===== config.mk =====
export PLATFORM = sky130hd
export DESIGN_NAME = led_sequencer
export DESIGN_NICKNAME = d
export VERILOG_FILES = /design/src/rtl/led_sequencer.sv
export SDC_FILE = /design/constraint.sdc
export NUM_CORES = 1
export LEC_CHECK = 0
export ABC_AREA = 1
export BUFFER_PORTS_ARGS = -buffer_cell sky130_fd_sc_hd__buf_4
export CAP_MARGIN = 20
export CORE_MARGIN = 2
export CORE_UTILIZATION = 56
export CTS_CLUSTER_DIAMETER = 50
export DETAILED_ROUTE_END_ITERATION = 16
export PLACE_DENSITY_LB_ADDON = 0.08
export SYNTH_ARGS = -nofsm -noshare
export SYNTH_HDL_FRONTEND = slang
export SYNTH_SLANG_ARGS = --single-unit

===== constraint.sdc =====
create_clock -name clki -period 2.1 [get_ports clki]
set_input_delay 0.315 -clock clki [delete_from_list [all_inputs] [get_ports clki]]
set_output_delay 0.315 -clock clki [all_outputs]
set_load 0.01 [all_outputs]

===== src/rtl/led_sequencer.sv =====
// LED pattern sequencer: a run-gated prescaler emits one tick per DIV clocks, and each tick
// steps one of four LED patterns (binary count, rotate, bounce, breathe).
module led_sequencer #(
  parameter int unsigned NLEDS    = 5,
  parameter int unsigned DIV      = 900000,
  parameter int unsigned PWM_BITS = 4
) (
  input  logic             clki,
  input  logic             resetn,
  input  logic             run,
  input  logic [1:0]       mode,
  output logic [NLEDS-1:0] led,
  output logic             tick
);

  localparam int unsigned PW   = $clog2(DIV);
  localparam int unsigned POSW = (NLEDS > 1) ? $clog2(NLEDS) : 1;

  localparam logic [PW-1:0]       PRE_LAST = PW'(DIV - 1);
  localparam logic [POSW-1:0]     POS_LAST = POSW'(NLEDS - 1);
  localparam logic [PWM_BITS-1:0] LVL_MAX  = '1;

  typedef enum logic [1:0] {
    MODE_BIN = 2'd0,
    MODE_ROT = 2'd1,
    MODE_BNC = 2'd2,
    MODE_BRE = 2'd3
  } mode_e;

  logic [PW-1:0]       presc_q, presc_d;
  logic                tick_q,  tick_d;
  mode_e               mode_q,  mode_d;
  logic [NLEDS-1:0]    cnt_q,   cnt_d;
  logic [NLEDS-1:0]    rot_q,   rot_d;
  logic [POSW-1:0]     pos_q,   pos_d;
  logic                bdown_q, bdown_d;
  logic [PWM_BITS-1:0] lvl_q,   lvl_d;
  logic                ldown_q, ldown_d;
  logic [PWM_BITS-1:0] pwm_q,   pwm_d;
  logic [NLEDS-1:0]    led_q,   led_d;
  logic                step;

  // Next-state: prescaler, pattern step on wrap, then LED decode of the next state
  always_comb begin
    presc_d = presc_q;
    tick_d  = 1'b0;
    mode_d  = mode_q;
    cnt_d   = cnt_q;
    rot_d   = rot_q;
    pos_d   = pos_q;
    bdown_d = bdown_q;
    lvl_d   = lvl_q;
    ldown_d = ldown_q;
    pwm_d   = pwm_q + PWM_BITS'(1);
    led_d   = '0;
    step    = 1'b0;

    if (run) begin
      if (presc_q == PRE_LAST) begin
        presc_d = '0;
        step    = 1'b1;
      end else begin
        presc_d = presc_q + PW'(1);
      end
    end
    tick_d = step;

    if (step) begin
      if (mode_e'(mode) != mode_q) begin
        // Entering a mode always restarts every pattern from its initial state
        mode_d  = mode_e'(mode);
        cnt_d   = '0;
        rot_d   = NLEDS'(1);
        pos_d   = '0;
        bdown_d = 1'b0;
        lvl_d   = '0;
        ldown_d = 1'b0;
      end else begin
        unique case (mode_q)
          MODE_BIN: cnt_d = cnt_q + NLEDS'(1);
          MODE_ROT: rot_d = (rot_q << 1) | (rot_q >> (NLEDS - 1));
          MODE_BNC: begin
            // With a single LED both endpoints coincide, so pos never moves
            if (!bdown_q && pos_q != POS_LAST) begin
              pos_d = pos_q + POSW'(1);
              if (pos_d == POS_LAST) bdown_d = 1'b1;
            end else if (bdown_q && pos_q != '0) begin
              pos_d = pos_q - POSW'(1);
              if (pos_d == '0) bdown_d = 1'b0;
            end
          end
          MODE_BRE: begin
            if (!ldown_q) begin
              lvl_d = lvl_q + PWM_BITS'(1);
              if (lvl_d == LVL_MAX) ldown_d = 1'b1;
            end else begin
              lvl_d = lvl_q - PWM_BITS'(1);
              if (lvl_d == '0) ldown_d = 1'b0;
            end
          end
        endcase
      end
    end

    unique case (mode_d)
      MODE_BIN: led_d = cnt_d;
      MODE_ROT: led_d = rot_d;
      MODE_BNC: led_d = NLEDS'(1) << pos_d;
      MODE_BRE: led_d = {NLEDS{pwm_d < lvl_d}};
    endcase
  end

  always_ff @(posedge clki or negedge resetn) begin
    if (!resetn) begin
      presc_q <= '0;
      tick_q  <= 1'b0;
      mode_q  <= MODE_BIN;
      cnt_q   <= '0;
      rot_q   <= NLEDS'(1);
      pos_q   <= '0;
      bdown_q <= 1'b0;
      lvl_q   <= '0;
      ldown_q <= 1'b0;
      pwm_q   <= '0;
      led_q   <= '0;
    end else begin
      presc_q <= presc_d;
      tick_q  <= tick_d;
      mode_q  <= mode_d;
      cnt_q   <= cnt_d;
      rot_q   <= rot_d;
      pos_q   <= pos_d;
      bdown_q <= bdown_d;
      lvl_q   <= lvl_d;
      ldown_q <= ldown_d;
      pwm_q   <= pwm_d;
      led_q   <= led_d;
    end
  end

  assign led  = led_q;
  assign tick = tick_q;

endmodule


==> results of run 1 <==
==> layer usage <==
metal	wire length, um	GRT usage [%]	vias up
li1	-	-	1521
met1	3840	37.5	1403
met2	3470	39.5	75
met3	353	4.30	14
met4	170	8.47	0
met5	0	0	-
==> cell families after synthesis <==
group                      share of synthesized area, %
DFF                                                39.5
adders and majority gates                          5.81
and+or+nand+nor                                    33.4
buffers and inverters                              9.60
xor gates and xnor gates                           3.25
AOI/OAI and AO/OA                                  8.40
==> stage by stage <==
stage          area (um^2)  TNS [ns]  util, %  cells
2_1_floorplan         3240    -0.643        -    432
3_3_place_gp          3710    -0.286     66.9    554
3_5_place_dp          3710    -0.631     66.9    554
4_1_cts               3840    -0.511     69.4    568
5_1_grt               3980     -1.11     71.8    576
6_report              3980    -0.565     71.8    576
==> cells in the mapped netlist (6+ instances only) <==
| master | instances | area [um^2] |
|---|---|---|
| nand3_1 | 30 | 150 |
| dfrtp_1 | 50 | 1250 |
| inv_1 | 67 | 251 |
| xor2_1 | 9 | 78.8 |
| o21ai_0 | 16 | 80.1 |
| inv_2 | 6 | 22.5 |
| ha_1 | 15 | 188 |
| nand4_1 | 9 | 56.3 |
| nor3_1 | 15 | 75.1 |
| nor2_1 | 41 | 154 |
| a21oi_1 | 23 | 115 |
| nand2_1 | 104 | 390 |
==> cells in the final DEF (no fill, tap or decap), drive strengths merged, types with 2 or more instances in the layout <==
master and count:
or2 2, nand2 113, ha 15, nand3 31, clkbuf 6, a21oi 24
dfrtp 50, o21ai 16, clkinv 4, nand4 9, a31oi 2, nor4 2
xor2 9, a41oi 2, and2 2, nor3 17, xnor2 3, nor2 50
inv 73, buf 67
==> power breakdown <==
group	leakage [nW]	switching, mW	total (mW)	internal [mW]
clock network	0.0452	0.333	0.569	0.236
registers	0.619	0.0705	1.13	1.06
logic	1.39	0.273	0.519	0.246
==> worst max-delay path: cells and delay by family, from the launching register on <==
family	cells	cell delay, ns
compound gates	2	0.18
fa+ha+maj	1	0.16
buf+inv	3	0.32
flops	1	0.42
simple gates	10	1.02
==> registers in the layout, summed over array words and instances (netlist names) <==
signal	cells
bdown_q	1
cnt_q	5
ldown_q	1
led	5
lvl_q	4
mode_q	2
pos_q	3
presc_q	20
pwm_q	4
rot_q	5
tick	1
==> worst paths after layout <==
check / startpoint / end / slack [ns] / cells past startpoint
worst max-delay path: presc_q[5]$_DFFE_PN0P_ / led[1]$_DFF_PN0_ / -0.12 / 16
worst min-delay path: resetn / presc_q[9]$_DFFE_PN0P_ / 0.03 / 1
worst max register to register: presc_q[5]$_DFFE_PN0P_ / led[1]$_DFF_PN0_ / -0.12 / 16
worst min register to register: pwm_q[0]$_DFF_PN0_ / pwm_q[0]$_DFF_PN0_ / 0.49 / 1
max in group asynchronous: resetn / presc_q[15]$_DFFE_PN0P_ / 1.59 / 1
min in group clki: mode[1] / mode_q[1]$_DFF_PN0_ / 0.30 / 3
==> area by class of cell <==
type	instances	area (um^2)	share of cell area, %
clock buffers	6	72.6	1.82
multi-input cells	303	1730	43.6
inverters	75	287	7.20
well taps	72	90.1	2.26
clock inverters	2	13.8	0.346
flip-flops and latches	51	1280	32.2
repair buffers	67	503	12.6
==> timing repair <==
action,in CTS,in global routing
setup endpoints to repair,5,5
pin swaps,4,16
setup buffers,6,8
gates resized for setup,3,20
==> flow_summary.ini, run 1 <==
[critical_path]
cp.arrival_ns = 2.41
max_stage_delay_ns = 0.42
critPathLaunchType = flop
cpMostUsedCell = nand2_2
required_ns = 2.28
cp_cell_sequence = inv_1, nand2_1, nor2_1, nand3_1, buf_4, nor3_2, nand2_1, o21ai_1, a21oi_2, inv_1, ha_1, nand2_2, nand2_2, nor3_4, nand2_2, nand4_1
path_class = reg2reg
crit_path_top_delay_cell = dfrtp_1
worstSetupEndpointType = flop
cp_max_fo = 5

[job]
drv_cap = 0

[global_routing]
grt_pass1_wl_mm = 12.8
grt_max_degree = 52
grt_pass1_vias = 2815
grt-ovfl-total = 0
track_usage_pct = 25.9
grt_antenna_before_repair = 0

[timing]
slew_viol_final = 0
hold_slack_ns = 0.0275
setup_ws_ns = -0.123
rsz0062_at_grt = true
hold_viol_final = 0
setup_viol = 5
fin_crit_sh_pct = 106
final.setup_skew_ns = 0.00852
min_period_ns = 2.22
relSlewSlack_pct = 56.6
max_freq_mhz = 450
tightestPinTransition_ns = 0.651

[synth]
synth_edf_count = 0
seq_area_frac_synth_pct = 39.5
synth_seq_cells = 51
synth_flop_cell = dfrtp_1
syn_inst = 432
yosysWarnings = 0
syn_area_um2 = 3230
yosysUniqueCellTypes = 38
avgSynthCellArea_um2 = 7.48
synth_fp_nets = 452
async_flop_share_pct = 100

[floorplan]
die_h_um = 80.0
initial_core_util_pct = 58.3
num_rows = 27
coreArea_um2 = 5540
die-area_um2 = 6400
io_pins = 11
fp.dieW_um = 80.0

[routing]
dr_total_vias = 3013
drt_pass1_iterations = 5
via_per_inst = 5.23
routedWlPerCell_um = 13.6
antenna_left = 0
remaining_drc_errors = 0
drtIter0Drc = 251
drt_wl_total_mm = 7.83

[layout]
fin_nets = 523
drive_gt1_share_pct = 25.2
area_growth_pct = 23.1
fill_cells = 438
n_antenna_cell = 0

[placement]
pre_cts_ws_ns = -0.132
gp_congestion = 0.960
io_buffers = 10
hpwl_mm = 5.82

[clocking]
hold_buffers = 0
cts_tree = yes
clock_latency_ns = 0.30
cts_root_buf = clkbuf_8
clk_path_buf_depth = 2
clkTransAtPathRegs_ns = 0.10
htree_levels = 2
numCtsBuffers = 5
clkSinkCount = 51

[power_and_ir_drop]
ir_drop_mv = 0.465
p_per_area_nw_per_um2 = 557
finalPower_mw = 2.22
p_leak_nw = 2.05

[outcome]
violations = setup timing
status = complete, but fails checks

[worst_hold_path]
min_path_type = in2async
No activity file was read; power rests on OpenSTA's default activity.
==> inputs of run 2 (changes only) <==
CORE_UTILIZATION = 62   (was 56)
clock period = 2.34 ns   (was 2.1 ns; I/O delays follow)
==> run 2 against run 1 <==
Against the previous run:
- the flow now finishes without violations
- non-clock buffer count fell by 39
- critical path depth did not move
- via count decreased by 3.4%
- register-to-register slack gained 0.16 ns
- wire length fell by 7.2%
- worst hold slack improved by 0.033 ns
- clock skew fell by 0.0033 ns
- flip-flop and latch count stayed put
- power fell by 14%
- critical path type unchanged
- critical endpoint is now led[2]$_DFF_PN0_
- largest power group unchanged
- highest routed layer unchanged
==> flow_summary.ini, run 2 (synthesis results as in run 1) <==
[routing]
drt_pass1_iterations = 5
remaining_drc_errors = 0
via_per_inst = 5.44
antenna_left = 0
dr_total_vias = 2911
drt_wl_total_mm = 7.27
routedWlPerCell_um = 13.6
drtIter0Drc = 250

[power_and_ir_drop]
ir_drop_mv = 0.375
finalPower_mw = 1.90
p_leak_nw = 1.90
p_per_area_nw_per_um2 = 511

[global_routing]
grt_antenna_before_repair = 0
grt_max_degree = 52
grt-ovfl-total = 0
grt_pass1_vias = 2690
track_usage_pct = 26.3
grt_pass1_wl_mm = 12.3

[worst_hold_path]
min_path_type = in2async

[critical_path]
r2r_start = presc_q[1]$_DFFE_PN0P_
crit_cells = 16
cp_max_fo = 5
required_ns = 2.58
rr_worst_depth = 16
critPathLaunchType = flop
regToRegEndpoint = led[2]$_DFF_PN0_
cpLargestDelayFamily = simple AND/OR/NAND/NOR gates
path_buf_inv = 2
worstSetupEndpointType = flop
max_stage_delay_ns = 0.38
cpMostUsedCell = nand2_2
cp.arrival_ns = 2.54
path_class = reg2reg
crit_path_top_delay_cell = dfrtp_1
r2r_setup_slack_ns = 0.04
cp_cell_sequence = ha_2, nand3_4, inv_4, nand2_4, nor2_4, nand2_2, nor2_2, o21ai_1, a21oi_1, inv_1, ha_4, nand2_2, nand2_2, nor3_4, nand2_4, nand4_1

[layout]
area_growth_pct = 14.8
fill_cells = 412
drive_gt1_share_pct = 18.7
seqCellArea_um2 = 1280
multiInputGateArea_um2 = 1750
fin_util_pct = 73.1
final_common_cell = nand2_1
final_cell_mix = nand2_1 (97), inv_1 (65), dfrtp_1 (49)
fin_nets = 484
largest_register_ffs = 20
n_antenna_cell = 0
top_register = presc_q

[clocking]
cts_tree = yes
cts_root_buf = clkbuf_8
numCtsBuffers = 5
htree_levels = 2
clock_latency_ns = 0.30
clk_path_buf_depth = 2
clkTransAtPathRegs_ns = 0.09
hold_buffers = 0
clkSinkCount = 51

[placement]
gp_congestion = 0.906
io_buffers = 10
hpwl_mm = 5.41

[floorplan]
die_h_um = 76.2
io_pins = 11
initial_core_util_pct = 63.7
fp.dieW_um = 76.2
die-area_um2 = 5810
num_rows = 26
coreArea_um2 = 5070

[timing]
fin_crit_sh_pct = 98.3
relSlewSlack_pct = 56.2
final.setup_skew_ns = 0.00517
slew_viol_final = 0
hold_viol_final = 0
tightestPinTransition_ns = 0.657
rsz0062_at_grt = true
min_period_ns = 2.30
max_freq_mhz = 435
setup_viol = 0

[outcome]
status = finished, final reports clean

[job]
drv_cap = 0
-- run 2: cell types whose count changed in the layout (fill, tap and decap cells not counted), moves of 2 or more --
cell | before | now
inv_2 | 9 | 7
nor2_2 | 8 | 6
nand2_4 | 4 | 6
nand2_1 | 100 | 97
clkbuf_8 | 5 | 7
buf_4 | 67 | 28
-- run 2: worst max-delay path by stage --
| stage | startpoint | to |
|---|---|---|
| floorplan | presc_q[0]$_DFFE_PN0P_ | led[1]$_DFF_PN0_ |
| global placement | presc_q[1]$_DFFE_PN0P_ | led[2]$_DFF_PN0_ |
| detailed placement | presc_q[1]$_DFFE_PN0P_ | led[2]$_DFF_PN0_ |
| CTS | presc_q[1]$_DFFE_PN0P_ | led[2]$_DFF_PN0_ |
| global route | presc_q[1]$_DFFE_PN0P_ | led[2]$_DFF_PN0_ |
| finish | presc_q[1]$_DFFE_PN0P_ | led[2]$_DFF_PN0_ |
-- run 2: what timing repair did --
item,in CTS,in global routing
buffers inserted,0,3
pin swaps,1,11
endpoints found under the setup margin,5,5
resized for setup,0,28
-- run 2: area by class of cell --
| type | count | share of cell area, % |
|---|---|---|
| Clock buffer | 8 | 2.70 |
| Multi-Input combinational cell | 303 | 47.0 |
| Tap cell | 70 | 2.36 |
| Timing Repair Buffer | 28 | 5.66 |
| Inverter | 75 | 7.79 |
| Sequential cell | 51 | 34.5 |
-- run 2: stage by stage --
step	setup WS [ns]	std cells	hold slack [ns]	setup TNS, ns	area (um^2)
global placement	0.113	524	0.413	0	3490
detailed placement	0.0143	524	0.422	0	3490
finish	0.0390	535	0.0605	0	3710
CTS	0.00979	532	0.0898	0	3590
global route	-0.134	535	0.127	-0.614	3710
floorplan	0.0160	432	0.0554	0	3230
-- run 2: metal layers --
layer / up-vias / track usage (%) / part of all wire [%]
met3: 17 / 3.79 / 6.6
met4: 0 / 8.55 / 2.5
met1: 1342 / 39.9 / 47
met2: 110 / 38.9 / 44
met5: - / 0 / 0
li1: 1442 / - / -
-- run 2: report_power, final --
| part | internal [mW] | switching (mW) |
|---|---|---|
| combinational | 0.115 | 0.199 |
| sequential | 0.949 | 0.0809 |
| clock | 0.270 | 0.281 |
==> inputs of run 3 (changes only) <==
ABC_AREA = not set   (was 1)
==> run 3 against run 2 <==
Against the previous run:
- the run now ends with setup timing left
- highest routed layer unchanged
- non-clock buffer count up 60
- worst hold slack got worse by 0.012 ns
- flip-flop and latch count unchanged
- sequential power down 6%
- critical endpoint is now led[4]$_DFF_PN0_
==> flow_summary.ini, run 3 <==
[power_and_ir_drop]
p_seq_share_pct = 53.8
p_comb_share_pct = 16.0
p_switching_mw = 0.479
p_per_area_nw_per_um2 = 458
cellInternalPower_mw = 1.33
swShare_pct = 26.5
p_leak_nw = 1.90
p_clk_share_pct = 30.2
ir_drop_mv = 0.482

[job]
drv_cap = 0

[placement]
gp_congestion = 0.851
place_area_um2 = 3730
hpwl_mm = 5.50
io_buffers = 10
place_inst = 462

[synth]
async_flop_share_pct = 100
synth_flop_cell = dfrtp_1
syn_area_um2 = 3080
synth-xor-area-share_pct = 7.97
synth_largest_area_cell = dfrtp_1
yosysTopAreaCellShare_pct = 40.7
synth_edf_count = 0
synthSimpleGateAreaFrac_pct = 20.7
seq_area_frac_synth_pct = 41.5
synth_compound_area_share_pct = 18.2
synth_area_leaders = dfrtp_1 (41%), ha_1 (6.1%), xor2_1 (4.8%)
synthMuxAreaShare_pct = 1.38
synth_top_family_by_area = simple AND/OR/NAND/NOR gates
syn_inst = 327
yosysUniqueCellTypes = 58
synth_fp_nets = 347
synth.most_common_cell = dfrtp_1
synthAdderAreaFrac_pct = 6.10
avgSynthCellArea_um2 = 9.41
synth_seq_cells = 51
netlist_top_cells_count = dfrtp_1 (50), nand2_1 (29), nor2_1 (25), a21oi_1 (21), o21ai_0 (20)
yosysWarnings = 0

[critical_path]
regToRegEndpoint = led[4]$_DFF_PN0_
rr_worst_depth = 12
r2r_setup_slack_ns = -0.44
cp.arrival_ns = 2.98
crit_start = presc_q[17]$_DFFE_PN0P_
required_ns = 2.54
worstSetupEndpointType = flop
critPathLaunchType = flop
r2r_start = presc_q[17]$_DFFE_PN0P_
cp_max_fo = 7
path_class = reg2reg

[routing]
antenna_left = 0
topRoutingLayerUsed = met4
wl_met1_mm = 3.55
wl_met3_um = 383
drtIter0Drc = 218
dr_total_vias = 2909
remaining_drc_errors = 0
wl_met2_mm = 4.16
via_per_inst = 6.11
routedWlPerCell_um = 17.2
drt_pass1_iterations = 5
drt_wl_total_mm = 8.20

[timing]
relSlewSlack_pct = 52.5
setup_tns_ns = -1.88
tightestPinTransition_ns = 0.705
setup_ws_ns = -0.443
fin_crit_sh_pct = 119
rsz0062_at_grt = true
setup_viol = 5
max_freq_mhz = 359
slew_viol_final = 0
hold_viol_final = 0
final.setup_skew_ns = 0.0105
min_period_ns = 2.78

[clocking]
clock_latency_ns = 0.31
clkSinkCount = 51
clkTransAtPathRegs_ns = 0.10
cts_tree = yes
clk_path_buf_depth = 2
htree_levels = 2
cts_root_buf = clkbuf_8
hold_buffers = 0
numCtsBuffers = 5

[global_routing]
grt_pass1_vias = 2663
grt-ovfl-total = 0
grt_pass1_wl_mm = 12.2
track_usage_pct = 28.9
grt_antenna_before_repair = 0
grt_max_degree = 52

[worst_hold_path]
min_path_type = in2async

[floorplan]
fp.dieW_um = 74.4
initial_core_util_pct = 64.7
die-area_um2 = 5540
io_pins = 11
die_h_um = 74.4
num_rows = 25
coreArea_um2 = 4750

[layout]
area_growth_pct = 28.3
n_antenna_cell = 0
stdcell_area_um2 = 3950
final_common_cell = buf_4
fin_nets = 428
top_register = presc_q
largest_register_ffs = 20
fin_cells = 476
final_cell_mix = buf_4 (86), dfrtp_1 (49), nand2_1 (28)
drive_gt1_share_pct = 29.3

[outcome]
violations = setup timing
status = complete, but fails checks
-- run 3: changes by cell type after synthesis, sizes merged, moves of 6 or more --
cell / previous run / this run
xnor2: 3 / 11
inv: 73 / 13
and3: 0 / 8
xor2: 9 / 17
and4: 0 / 6
clkbuf: 0 / 6
nand2: 113 / 30
nor2: 50 / 25
nand3: 31 / 11
-- run 3: cells by family after synthesis --
| group | Yosys count |
|---|---|
| fa+ha+maj | 15 |
| mux | 4 |
| compound gates | 81 |
| flops | 51 |
| buf+inv | 27 |
| xor+xnor | 28 |
| simple gates | 121 |
-- run 3: how the worst max path moves through the flow --
stage,end,slack [ns]
finish,led[4]$_DFF_PN0_,-0.44
global route,led[4]$_DFF_PN0_,-0.55
CTS,led[4]$_DFF_PN0_,-0.35
detailed placement,led[4]$_DFF_PN0_,-0.35
global placement,led[3]$_DFF_PN0_,-0.23
floorplan,led[3]$_DFF_PN0_,-0.35
-- run 3: stage by stage --
step / worst slack, ns / hold WS, ns / total power, mW / utilization (%)
6_report: -0.443 / 0.0486 / 1.81 / 83.1
2_1_floorplan: -0.351 / 0.0554 / 1.13 / -
3_3_place_gp: -0.231 / 0.416 / 1.26 / 78.4
4_1_cts: -0.348 / 0.0813 / 1.81 / 81.1
3_5_place_dp: -0.355 / 0.424 / 1.27 / 78.4
5_1_grt: -0.551 / 0.105 / 1.88 / 83.1
-- run 3: worst max-delay path, cell delays in order, from the launching register on --
cell and delay, ns:
dfrtp_1 0.43, nor4b_4 0.31, and4_4 0.28, buf_6 0.12, nand2_8 0.08, a21o_1 0.20
nand2_2 0.09, o31a_1 0.19, ha_4 0.16, and3_4 0.17, o311a_4 0.19, o21ai_4 0.08
o32a_1 0.37
-- run 3: area by class of cell --
class | instances | area [um^2]
multi-input combinational | 249 | 1760
sequential | 51 | 1280
fill | 311 | 806
timing repair buffer | 88 | 668
tap | 67 | 83.8
clock buffer | 6 | 82.6
inverter | 13 | 56.3
clock inverter | 2 | 16.3
-- run 3: power by group through the flow --
stage	logic (mW)	registers [mW]	clock network (mW)
floorplan	0.130	1.00	0
global placement	0.273	0.985	0
detailed placement	0.283	0.988	0
CTS	0.287	0.970	0.553
global route	0.323	0.978	0.581
finish	0.289	0.972	0.547
-- run 3: repair_timing --
item / 4_1_cts / 5_1_grt
setup buffers: 2 / 4
pin swaps: 2 / 12
gates resized for setup: 2 / 12
endpoints found under the setup margin: 5 / 5
-- run 3: metal layers --
metal,global-route usage (%),vias to the layer above
met5,0,-
met3,3.79,15
met4,7.54,0
met1,39.1,1449
li1,-,1343
met2,49.4,102
